--- src/rtl/obg_frame_ctrl_if.sv ---
// Control/status bundle between the OBG frame sequencer and its environment.
interface obg_frame_ctrl_if #(
  parameter int unsigned CNT_W = 8
);
  // run control and configuration
  logic             start;
  logic             abort;
  logic [CNT_W-1:0] cfg_num_frames;
  logic [3:0]       cfg_type;
  logic [15:0]      cfg_len;
  // feedback from OBG / payload side
  logic             ssg_do_vld;
  logic             pld_done;
  // towards OBG
  logic [3:0]       ssg_di_type;
  logic [15:0]      ssg_di_len;
  logic             ssg_di_vld;
  logic             new_frame;
  logic             obg_rst;
  // status
  logic             busy;
  logic [CNT_W-1:0] frame_cnt;
  logic             done;
  logic             err;

  modport master (
    output start, abort, cfg_num_frames, cfg_type, cfg_len, ssg_do_vld, pld_done,
    input  ssg_di_type, ssg_di_len, ssg_di_vld, new_frame, obg_rst, busy, frame_cnt, done, err
  );

  modport slave (
    input  start, abort, cfg_num_frames, cfg_type, cfg_len, ssg_do_vld, pld_done,
    output ssg_di_type, ssg_di_len, ssg_di_vld, new_frame, obg_rst, busy, frame_cnt, done, err
  );
endinterface

--- src/rtl/obg_frame_ctrl.sv ---
// OBG frame sequencer: issues SIGNAL fields, counts SIGNAL bits, waits for the
// payload, then holds OBG in reset for an inter-frame gap, for N frames per run.
module obg_frame_ctrl #(
  parameter int unsigned SIG_BITS   = 24,
  parameter int unsigned GAP_CYCLES = 16,
  parameter int unsigned TIMEOUT    = 4095,
  parameter int unsigned CNT_W      = 8
) (
  input  logic            ssg_clk,
  input  logic            ssg_rst,
  obg_frame_ctrl_if.slave bus
);

  localparam int unsigned SIG_W = (SIG_BITS   > 1) ? $clog2(SIG_BITS)   : 1;
  localparam int unsigned GAP_W = (GAP_CYCLES > 1) ? $clog2(GAP_CYCLES) : 1;
  localparam int unsigned TMO_W = (TIMEOUT    > 1) ? $clog2(TIMEOUT)    : 1;

  localparam logic [SIG_W-1:0] SIG_LAST = SIG_W'(SIG_BITS - 1);
  localparam logic [GAP_W-1:0] GAP_LAST = GAP_W'(GAP_CYCLES - 1);
  localparam logic [TMO_W-1:0] TMO_LAST = TMO_W'(TIMEOUT - 1);

  typedef enum logic [2:0] {
    S_IDLE,
    S_LOAD,
    S_ISSUE,
    S_SIG,
    S_WAIT_PLD,
    S_GAP
  } state_t;

  state_t           r_state;
  logic [CNT_W-1:0] r_num;
  logic [3:0]       r_type;
  logic [15:0]      r_len;
  logic [SIG_W-1:0] r_sig_cnt;
  logic [GAP_W-1:0] r_gap_cnt;
  logic [TMO_W-1:0] r_tmo_cnt;
  logic             r_abort_pend;
  logic [3:0]       r_di_type;
  logic [15:0]      r_di_len;
  logic             r_di_vld;
  logic             r_new_frame;
  logic             r_obg_rst;
  logic             r_busy;
  logic [CNT_W-1:0] r_frame_cnt;
  logic             r_done;
  logic             r_err;

  logic [CNT_W-1:0] w_frame_cnt_inc;
  logic             w_abortable;

  assign w_frame_cnt_inc = r_frame_cnt + CNT_W'(1);
  // abort forces an early gap only while a frame is being set up or transferred
  assign w_abortable = (r_state == S_LOAD) || (r_state == S_ISSUE) ||
                       (r_state == S_SIG)  || (r_state == S_WAIT_PLD);

  // Sequencer state, counters and registered outputs
  always_ff @(posedge ssg_clk or posedge ssg_rst) begin
    if (ssg_rst) begin
      r_state      <= S_IDLE;
      r_num        <= '0;
      r_type       <= '0;
      r_len        <= '0;
      r_sig_cnt    <= '0;
      r_gap_cnt    <= '0;
      r_tmo_cnt    <= '0;
      r_abort_pend <= 1'b0;
      r_di_type    <= '0;
      r_di_len     <= '0;
      r_di_vld     <= 1'b0;
      r_new_frame  <= 1'b0;
      r_obg_rst    <= 1'b0;
      r_busy       <= 1'b0;
      r_frame_cnt  <= '0;
      r_done       <= 1'b0;
      r_err        <= 1'b0;
    end else begin
      r_di_vld    <= 1'b0;
      r_new_frame <= 1'b0;
      r_done      <= 1'b0;
      if (bus.abort && w_abortable) begin
        r_err        <= 1'b1;
        r_abort_pend <= 1'b1;
        r_obg_rst    <= 1'b1;
        r_gap_cnt    <= '0;
        r_state      <= S_GAP;
      end else begin
        case (r_state)
          S_IDLE: begin
            if (bus.start) begin
              if (bus.cfg_num_frames != '0) begin
                r_num        <= bus.cfg_num_frames;
                r_type       <= bus.cfg_type;
                r_len        <= bus.cfg_len;
                r_frame_cnt  <= '0;
                r_err        <= 1'b0;
                r_abort_pend <= 1'b0;
                r_busy       <= 1'b1;
                r_state      <= S_LOAD;
              end else begin
                r_done <= 1'b1;
              end
            end
          end
          S_LOAD: begin
            r_di_type <= r_type;
            r_di_len  <= r_len;
            r_state   <= S_ISSUE;
          end
          S_ISSUE: begin
            r_di_vld    <= 1'b1;
            r_new_frame <= 1'b1;
            r_sig_cnt   <= '0;
            r_state     <= S_SIG;
          end
          S_SIG: begin
            if (bus.ssg_do_vld) begin
              if (r_sig_cnt == SIG_LAST) begin
                r_tmo_cnt <= '0;
                r_state   <= S_WAIT_PLD;
              end else begin
                r_sig_cnt <= r_sig_cnt + SIG_W'(1);
              end
            end
          end
          S_WAIT_PLD: begin
            if (bus.pld_done) begin
              r_obg_rst <= 1'b1;
              r_gap_cnt <= '0;
              r_state   <= S_GAP;
            end else if (r_tmo_cnt == TMO_LAST) begin
              r_err     <= 1'b1;
              r_obg_rst <= 1'b1;
              r_gap_cnt <= '0;
              r_state   <= S_GAP;
            end else begin
              r_tmo_cnt <= r_tmo_cnt + TMO_W'(1);
            end
          end
          S_GAP: begin
            if (bus.abort) begin
              r_abort_pend <= 1'b1;
            end
            if (r_gap_cnt == GAP_LAST) begin
              r_obg_rst   <= 1'b0;
              r_frame_cnt <= w_frame_cnt_inc;
              if ((w_frame_cnt_inc == r_num) || r_abort_pend || bus.abort) begin
                r_done  <= 1'b1;
                r_busy  <= 1'b0;
                r_state <= S_IDLE;
              end else begin
                r_state <= S_LOAD;
              end
            end else begin
              r_gap_cnt <= r_gap_cnt + GAP_W'(1);
            end
          end
          default: r_state <= S_IDLE;
        endcase
      end
    end
  end

  assign bus.ssg_di_type = r_di_type;
  assign bus.ssg_di_len  = r_di_len;
  assign bus.ssg_di_vld  = r_di_vld;
  assign bus.new_frame   = r_new_frame;
  assign bus.obg_rst     = r_obg_rst;
  assign bus.busy        = r_busy;
  assign bus.frame_cnt   = r_frame_cnt;
  assign bus.done        = r_done;
  assign bus.err         = r_err;

endmodule

--- src/flat_wrapper.sv ---
// flat-port wrapper written by rule: the top's interface ports become plain ports
module obg_frame_ctrl_flat 
#(
  parameter int unsigned SIG_BITS   = 24,
  parameter int unsigned GAP_CYCLES = 16,
  parameter int unsigned TIMEOUT    = 4095,
  parameter int unsigned CNT_W      = 8
)
  (ssg_clk, ssg_rst, bus_start, bus_abort, bus_cfg_num_frames, bus_cfg_type, bus_cfg_len, bus_ssg_do_vld, bus_pld_done, bus_ssg_di_type, bus_ssg_di_len, bus_ssg_di_vld, bus_new_frame, bus_obg_rst, bus_busy, bus_frame_cnt, bus_done, bus_err);
  obg_frame_ctrl_if #(.CNT_W(CNT_W)) bus_i ();
  input  logic ssg_clk;
  input  logic ssg_rst;
  input wire logic [$bits(bus_i.start)-1:0] bus_start;
  input wire logic [$bits(bus_i.abort)-1:0] bus_abort;
  input wire logic [$bits(bus_i.cfg_num_frames)-1:0] bus_cfg_num_frames;
  input wire logic [$bits(bus_i.cfg_type)-1:0] bus_cfg_type;
  input wire logic [$bits(bus_i.cfg_len)-1:0] bus_cfg_len;
  input wire logic [$bits(bus_i.ssg_do_vld)-1:0] bus_ssg_do_vld;
  input wire logic [$bits(bus_i.pld_done)-1:0] bus_pld_done;
  output wire logic [$bits(bus_i.ssg_di_type)-1:0] bus_ssg_di_type;
  output wire logic [$bits(bus_i.ssg_di_len)-1:0] bus_ssg_di_len;
  output wire logic [$bits(bus_i.ssg_di_vld)-1:0] bus_ssg_di_vld;
  output wire logic [$bits(bus_i.new_frame)-1:0] bus_new_frame;
  output wire logic [$bits(bus_i.obg_rst)-1:0] bus_obg_rst;
  output wire logic [$bits(bus_i.busy)-1:0] bus_busy;
  output wire logic [$bits(bus_i.frame_cnt)-1:0] bus_frame_cnt;
  output wire logic [$bits(bus_i.done)-1:0] bus_done;
  output wire logic [$bits(bus_i.err)-1:0] bus_err;
  assign bus_i.start = bus_start;
  assign bus_i.abort = bus_abort;
  assign bus_i.cfg_num_frames = bus_cfg_num_frames;
  assign bus_i.cfg_type = bus_cfg_type;
  assign bus_i.cfg_len = bus_cfg_len;
  assign bus_i.ssg_do_vld = bus_ssg_do_vld;
  assign bus_i.pld_done = bus_pld_done;
  assign bus_ssg_di_type = bus_i.ssg_di_type;
  assign bus_ssg_di_len = bus_i.ssg_di_len;
  assign bus_ssg_di_vld = bus_i.ssg_di_vld;
  assign bus_new_frame = bus_i.new_frame;
  assign bus_obg_rst = bus_i.obg_rst;
  assign bus_busy = bus_i.busy;
  assign bus_frame_cnt = bus_i.frame_cnt;
  assign bus_done = bus_i.done;
  assign bus_err = bus_i.err;
  obg_frame_ctrl #(.SIG_BITS(SIG_BITS), .GAP_CYCLES(GAP_CYCLES), .TIMEOUT(TIMEOUT), .CNT_W(CNT_W)) u_core (.ssg_clk(ssg_clk), .ssg_rst(ssg_rst), .bus(bus_i));
endmodule
--- config.mk ---
export PLATFORM = sky130hd
export DESIGN_NAME = obg_frame_ctrl_flat
export DESIGN_NICKNAME = d
export VERILOG_FILES = /design/src/rtl/obg_frame_ctrl_if.sv /design/src/rtl/obg_frame_ctrl.sv /design/src/flat_wrapper.sv
export SDC_FILE = /design/constraint.sdc
export NUM_CORES = 1
export LEC_CHECK = 0
export CORE_MARGIN = 5
export CORE_UTILIZATION = 55
export CTS_CLUSTER_SIZE = 14
export DETAILED_ROUTE_END_ITERATION = 8
export GPL_ROUTABILITY_DRIVEN = 0
export PLACE_DENSITY = 0.9
export SYNTH_ARGS = -nofsm -noshare
export SYNTH_HDL_FRONTEND = slang
export SYNTH_SLANG_ARGS = --single-unit
--- constraint.sdc ---
create_clock -name ssg_clk -period 7.9 [get_ports ssg_clk]
set_input_delay 1.185 -clock ssg_clk [delete_from_list [all_inputs] [get_ports ssg_clk]]
set_output_delay 1.185 -clock ssg_clk [all_outputs]
set_load 0.02 [all_outputs]
# Word-level counts from Yosys, hierarchy flattened
# Index checks and enable logic that the tools add are counted.
# totals
ff_bits,86
out_inout_bits,34
ram_bits,0
latchBits,0
rom_bits,0
mem_count,0
# classes
bitwise,1
n_mux,53
multipliers,0
add_sub_neg,4
shifts,0
n_lt_le_gt_ge,0
reduce_logical,25
n_div,0
eq_ne,28
# ops
operator,count
two-way mux 12 bit,4
two-way mux 3 bit,8
two-way mux 8 bit,3
case mux 12 bit (2 select lines),1
two-way mux 1 bit,22
case mux 3 bit (6 select lines),1
AND reduction 6 bit,3
two-way mux 4 bit,4
case mux 8 bit (2 select lines),1
adder 12 x 1 -> 12 bit (second input constant),1
== test 12 bit (second input constant),1
!= test 2 bit (second input constant),6
!= test 3 bit (second input constant),4
AND reduction 4 bit,3
two-way mux 5 bit,2
case mux 1 bit (2 select lines),5
case mux 5 bit (2 select lines),1
AND reduction 5 bit,2
!= test 3 x 2 -> 1 bit (second input constant),3
nonzero test 3 bit,3
adder 8 x 1 -> 8 bit (second input constant),1
== test 8 bit,1
case mux 4 bit (2 select lines),1
nonzero test 8 bit,1
other kinds (17),29

# Longest topological paths before layout
# Gate-level depths: netlist (run 1).
# logic_depth
word_depth,8
mapped_depth,8
ltp_nobuf,7

# Worst setup path before layout (run 1)
# No wires, ideal clock.
# synth_timing
kind,input-to-reg
from,input bus_cfg_num_frames[2]
to,register u_core.r_len[0]
setup_time_ps,127
arrival_ps,2508
cell_stages,4
required_ps,7773
path_slack_ps,5264
cell_sequence,or4_1 > o211a_2 > buf_6 > mux2_1
# synth_between
elab_chain_cells,2
# synth_rtl
element,line,source
"start, declared",flat_wrapper.sv:15,input wire logic [$bits(bus_i.cfg_num_frames)-1:0] bus_cfg_num_frames;
nonzero test 8 bit,obg_frame_ctrl.sv:91,if (bus.cfg_num_frames != '0) begin
AND reduction 4 bit (no source line),n/a,
"end signal, assigned",obg_frame_ctrl.sv:94,r_len <= bus.cfg_len;
"end, declared",obg_frame_ctrl.sv:34,logic [15:0] r_len;
# Every way passes these cells.
# A chain may end at the register's enable or synchronous reset.

# Final worst setup path (run 1)
# layout_timing
from,input bus_cfg_num_frames[6]
to,"register u_core.r_frame_cnt[7], in the netlist u_core.bus.frame_cnt[7]"
# layout_between
elab_chain_cells,3
# layout_rtl
element,line,source
nonzero test 8 bit,obg_frame_ctrl.sv:91,
!= test 2 x 1 -> 1 bit (no source line),n/a,
AND reduction 5 bit (no source line),n/a,
"end signal, assigned",obg_frame_ctrl.sv:146,r_frame_cnt <= w_frame_cnt_inc;
"end, declared",obg_frame_ctrl.sv:45,logic [CNT_W-1:0] r_frame_cnt;
# Every way passes these cells.

==> flow_summary_export.csv, run 1 <==
group,metric,value,unit
status,status,"complete, no violations",
logic_synthesis,yosysWarnings,0,
setup_path,crit_arrival,3.23,ns
setup_path,crit_fanout,31,
setup_path,worstPathRequired,8.18,ns
setup_path,slowest_delay,0.58,ns
final_layout,fin_area,5130,µm²
final_layout,final_common_cell,"dfrtp_1",
final_layout,diodes,0,
sta,fin_setup_tns,0,ns
clock_network,clkTransAtPathRegs,0.09,ns
clock_network,clock_latency,0.35,ns
placed_design,postPlaceCellArea,4950,µm²
power_and_ir_drop,powerDensity,334,nW/µm²
power_and_ir_drop,ir_drop,0.216,mV
global_routing,grt_pass1_vias,3171,
route,drc,0,
route,wl,9050,µm
floorplanning,die_h,98.0,µm
sta,layout_min_cycle_time,2.95,ns
floorplanning,start_util,55.7,%
global_routing,track_usage,18.9,%
power_and_ir_drop,cellLeakagePower,2.15,nW
logic_synthesis,ys_ff_latch,86,
placed_design,place_inst,534,
sta,finalMaxSlewViolations,0,
setup_path,crit_chain,"clkdlybuf4s50_1 -> or4_1 -> o211a_2 -> nor2_4 -> a21oi_1 -> o22ai_1",
setup_path,worstSetupEndpointType,"flip-flop",
setup_path,worstSetupPathType,"in2reg",
global_routing,grt_pass1_wl,15100,µm
placed_design,io_buffers,67,
sta,grt_setup_unrepaired,"false",
sta,finalHoldViolCount,0,
global_routing,antenna_found_initial,0,
setup_path,cp_slowest_cell,"or4_1",
job,cap_violations,0,
clock_network,ctsHoldBuffers,0,
clock_network,cts_resized,0,
route,postRouteAntennaNets,0,
logic_synthesis,synth-edff-count,0,
setup_path,start_kind,"input port",
route,dr_total_vias,3244,
placed_design,dpl.hpwl,6370,µm
floorplanning,io_pins,68,
sta,finalCritPeriodShare,37.4,%
clock_network,cts_buffer_depth,2,
floorplanning,die_area,9610,µm²
final_layout,final_cell_mix,"dfrtp_1 (86), clkdlybuf4s50_1 (67), nand2_1 (32)",
sta,hold_slack,0.490,ns
logic_synthesis,ys.flop_type,"dfrtp_1",
floorplanning,coreArea,7650,µm²
clock_network,cts_root_buf,"clkbuf_8",
logic_synthesis,ys_seq_area_share,50.5,%
logic_synthesis,syn_area,4260,µm²
route,drt_iter0_drc,154,
global_routing,overflow,0,
global_routing,grt_max_degree,87,
final_layout,layout-drive-gt1-share,11.6,%
route,via_per_inst,5.90,
logic_synthesis,synth_cell_type_count,63,
clock_network,cts_setup_buffers,0,
logic_synthesis,avgSynthCellArea,11.1,µm²
sta,clock_skew,0.0110,ns
clock_network,cts.htree.levels,3,
logic_synthesis,async_flop_share,100,%
clock_network,cts_buffers,9,
sta,worst_pin_slew,1.05,ns
floorplanning,die_w,98.0,µm
floorplanning,rows,32,
worst_hold_path,hp-class,"reg2reg",
route,first_pass_iters,4,
final_layout,nets,482,
final_layout,layout-area-overhead-vs-synth,20.4,%
route,wl_per_cell,16.4,µm
logic_synthesis,syn-num-nets,423,
sta,finalSetupViolCount,0,
logic_synthesis,synthCells,384,
sta,timing.slew.headroom,30.3,%
clock_network,cts_tree,"done",
clock_network,cts_sinks,86,
final_layout,final_cells,550,
sta,clock.fmax,0.339,GHz
## final timing paths
path	from	endpoint	slack, ns	cells after the start
max	bus_cfg_num_frames[6]	u_core.bus.frame_cnt[7]	4.95	6
min	u_core.r_len[7]	u_core.r_len[7]	0.49	1
max reg2reg	u_core.r_state[0]	u_core.bus.err	5.57	5
min reg2reg	u_core.r_len[7]	u_core.r_len[7]	0.49	1
max in group asynchronous	ssg_rst	u_core.r_tmo_cnt[4]	5.75	3
min in group asynchronous	ssg_rst	u_core.r_type[2]	1.50	3
## kinds of logic after synthesis
logic type      after synthesis  share of synthesized area (%)
xor+xnor                      7                           1.44
mux                          51                           13.4
buf+inv                      29                           3.64
simple gates                121                           16.2
flops                        86                           50.5
compound gates               85                           13.3
fa+ha+maj                     5                           1.47
## routing by layer
metal / vias up / GRT usage [%] / share of wire (%)
met5: - / 0 / 0
li1: 1525 / - / -
met1: 1637 / 24.9 / 42
met2: 80 / 31.5 / 53
met3: 2 / 3.57 / 5.0
met4: 0 / 6.39 / 0.45
## Yosys cell counts (4+ instances only)
| cell | number | area [µm²] |
|---|---|---|
| a21o_1 | 4 | 30.0 |
| a21oi_1 | 15 | 75.1 |
| a31oi_1 | 13 | 81.3 |
| and2_1 | 9 | 56.3 |
| and3_1 | 8 | 50.1 |
| buf_2 | 13 | 65.1 |
| dfrtp_1 | 86 | 2150 |
| ha_1 | 5 | 62.6 |
| inv_1 | 7 | 26.3 |
| mux2_1 | 29 | 327 |
| mux2_2 | 21 | 236 |
| nand2_1 | 32 | 120 |
| nand3_1 | 10 | 50.1 |
| nand4_1 | 10 | 62.6 |
| nor2_1 | 16 | 60.1 |
| nor2b_1 | 5 | 31.3 |
| o211ai_1 | 4 | 30.0 |
| o21ai_0 | 7 | 35.0 |
| o21ai_1 | 15 | 75.1 |
| o41ai_1 | 4 | 35.0 |
| xnor2_1 | 4 | 35.0 |
## flip-flops by register name, indices dropped and copies added, names as in the netlist
signal	flops
u_core.bus.ssg_di_len	16
u_core.r_len	16
u_core.r_tmo_cnt	12
u_core.bus.frame_cnt	8
u_core.r_num	8
u_core.r_sig_cnt	5
u_core.bus.ssg_di_type	4
u_core.r_gap_cnt	4
u_core.r_type	4
u_core.r_state	3
u_core.bus.busy	1
u_core.bus.done	1
u_core.bus.err	1
u_core.bus.obg_rst	1
u_core.bus.ssg_di_vld	1
u_core.r_abort_pend	1
## metrics by stage
stage	setup slack, ns	power, mW	util (%)
floorplan	4.49	1.18	-
global placement	4.61	1.40	64.7
detailed placement	4.58	1.43	64.7
CTS	4.95	1.72	67.1
global route	4.80	1.82	67.1
finish	4.95	1.71	67.1
## power by group
part	switching, mW	internal [mW]
combinational	0.325	0.342
clock	0.166	0.117
sequential	0.153	0.609
total	0.645	1.07
## critical path, delay by kind of cell
kind	cells	cell delay [ns]
buffers and inverters	1	0.42
and+or+nand+nor	2	0.86
AOI/OAI and AO/OA	3	0.77
## final cells by class
class	instances	area, µm²
Multi-Input combinational cell	269	1950
Fill cell	553	2510
Timing Repair Buffer	69	686
Sequential cell	86	2150
Tap cell	102	128
Inverter	8	31.3
Clock inverter	7	57.6
Clock buffer	9	124
(Power assumes the default switching activity.)
==> inputs of run 2 (changes only) <==
Settings changed: CORE_UTILIZATION 55 to 54, PLACE_DENSITY 0.9 to 0.88.
Clock period 7.9 ns to 2.9 ns, I/O delays scaled along.
==> run 2 against run 1 <==
Against the previous run:
- wire length up 1.4%
- hold slack better by 0.0012 ns
- die area rose by 1.7%
- power grew to 2.8 times the previous value
- non-clock buffer count increased by 2
- global-route usage up 0.69 points
- combinational power grew to 2.8 times the previous value
- clock skew grew 0.0028 ns
- setup slack worse by 4.3 ns
- critical path type unchanged
- largest power group unchanged
- clock power grew to 3.0 times the previous value
- first-iteration DRC count up 38%
- critical path depth unchanged
==> flow_summary_export.csv, run 2 (synthesis results as in run 1) <==
group,metric,value,unit
floorplanning,die_area,9770,µm²
clock_network,clock_latency,0.36,ns
final_layout,post-route-util,67.3,%
global_routing,antenna_found_initial,0,
status,status,"complete, no violations",
setup_path,crit_arrival,2.54,ns
sta,finalSetupViolCount,0,
sta,setup_slack,0.633,ns
floorplanning,die_w,98.8,µm
final_layout,diodes,0,
final_layout,final_common_cell,"dfrtp_1",
power_and_ir_drop,powerDensity,920,nW/µm²
route,wl_per_cell,16.6,µm
global_routing,grt_pass1_wl,15600,µm
floorplanning,start_util,55.4,%
sta,fin_setup_tns,0,ns
final_layout,nets,484,
route,via_per_inst,5.85,
route,dr_total_vias,3228,
power_and_ir_drop,swShare,38.2,%
clock_network,clkTransAtPathRegs,0.10,ns
floorplanning,io_pins,68,
clock_network,cts_buffer_depth,2,
final_layout,layout-drive-gt1-share,12.0,%
setup_path,crit_fanout,31,
route,first_pass_iters,4,
power_and_ir_drop,cellLeakagePower,2.18,nW
setup_path,worstSetupEndpointType,"flip-flop",
final_layout,layout-area-overhead-vs-synth,21.4,%
floorplanning,rows,32,
sta,finalHoldViolCount,0,
clock_network,cts_tree,"done",
final_layout,n_fill_cell,560,
route,drt_iter0_drc,212,
final_layout,seq_area,2150,µm²
sta,layout_min_cycle_time,2.27,ns
power_and_ir_drop,clkPwrFrac,17.7,%
final_layout,final_cell_mix,"dfrtp_1 (86), clkdlybuf4s50_1 (67), nand2_1 (32)",
floorplanning,die_h,98.8,µm
setup_path,start_kind,"input port",
clock_network,cts.htree.levels,3,
setup_path,worstPathRequired,3.17,ns
placed_design,pre_cts_slack,0.263,ns
route,drc,0,
placed_design,dpl.hpwl,6580,µm
clock_network,cts_resized,0,
floorplanning,coreArea,7690,µm²
power_and_ir_drop,intPower,2.94,mW
setup_path,worstSetupPathType,"in2reg",
power_and_ir_drop,ir_drop,0.617,mV
placed_design,io_buffers,67,
power_and_ir_drop,seq_power_share,43.4,%
final_layout,multiInputGateArea,1950,µm²
sta,finalMaxSlewViolations,0,
clock_network,cts_sinks,86,
sta,timing.slew.headroom,41.8,%
clock_network,cts_buffers,9,
power_and_ir_drop,p_total,4.76,mW
sta,grt_setup_unrepaired,"false",
global_routing,track_usage,19.6,%
clock_network,cts_setup_buffers,0,
global_routing,grt_pass1_vias,3187,
clock_network,cts_root_buf,"clkbuf_8",
clock_network,ctsHoldBuffers,0,
power_and_ir_drop,comb_power_share,39.0,%
worst_hold_path,hp-class,"reg2reg",
sta,finalCritPeriodShare,78.2,%
sta,clock.fmax,0.441,GHz
setup_path,regToRegSetupSlack,0.64,ns
route,postRouteAntennaNets,0,
route,wl,9170,µm
power_and_ir_drop,switching_power,1.82,mW
job,cap_violations,0,
global_routing,overflow,0,
global_routing,grt_max_degree,43,
sta,clock_skew,0.0138,ns
sta,worst_pin_slew,0.872,ns
-- run 2: final cells by class --
class,count,share of cell area (%)
inverters,8,0.605
multi-input cells,269,37.8
clock inverters,7,1.38
well taps,102,2.47
clock buffers,9,2.39
flip-flops and latches,86,41.6
repair buffers,71,13.8
-- run 2: stage by stage --
stage	area [µm²]	instances	hold slack (ns)
2_1_floorplan	4260	384	0.442
5_1_grt	5170	552	0.508
3_5_place_dp	4980	536	0.468
3_3_place_gp	4980	536	0.461
4_1_cts	5170	552	0.495
6_report	5170	552	0.491
-- run 2: layer usage --
metal  global-route usage, %  part of all wire (%)  wire [µm]  up-vias
li1                        -                     -          -     1535
met4                    5.99                   1.7        157        0
met2                    30.4                    47       4330       93
met1                    27.6                    45       4090     1586
met3                    4.25                   6.5        592       14
met5                       0                     0          0        -
-- run 2: power groups by stage --
stage               Sequential (mW)  Combinational (mW)  Clock, mW
finish                         2.06                1.85      0.841
global route                   2.14                2.02      0.911
CTS                            2.06                1.88      0.852
detailed placement             2.07                1.86          0
global placement               2.05                1.78          0
floorplan                      2.15                1.07          0
-- run 2: critical path: stages --
cell	delay, ns
clkdlybuf4s50_1	0.44
or4_1	0.58
o211a_2	0.56
nor2_4	0.29
a21oi_1	0.06
o22ai_1	0.16
-- run 2: path summary, 6_finish.rpt --
kind,cells past startpoint,start,endpoint
worst min register to register,1,u_core.r_len[12],u_core.r_len[12]
worst min-delay path,1,u_core.r_len[12],u_core.r_len[12]
max in group asynchronous,3,ssg_rst,u_core.r_state[0]
worst max register to register,3,u_core.r_state[1],u_core.r_len[8]
worst max-delay path,6,bus_cfg_num_frames[2],u_core.bus.frame_cnt[7]
min in group asynchronous,2,ssg_rst,u_core.r_len[6]
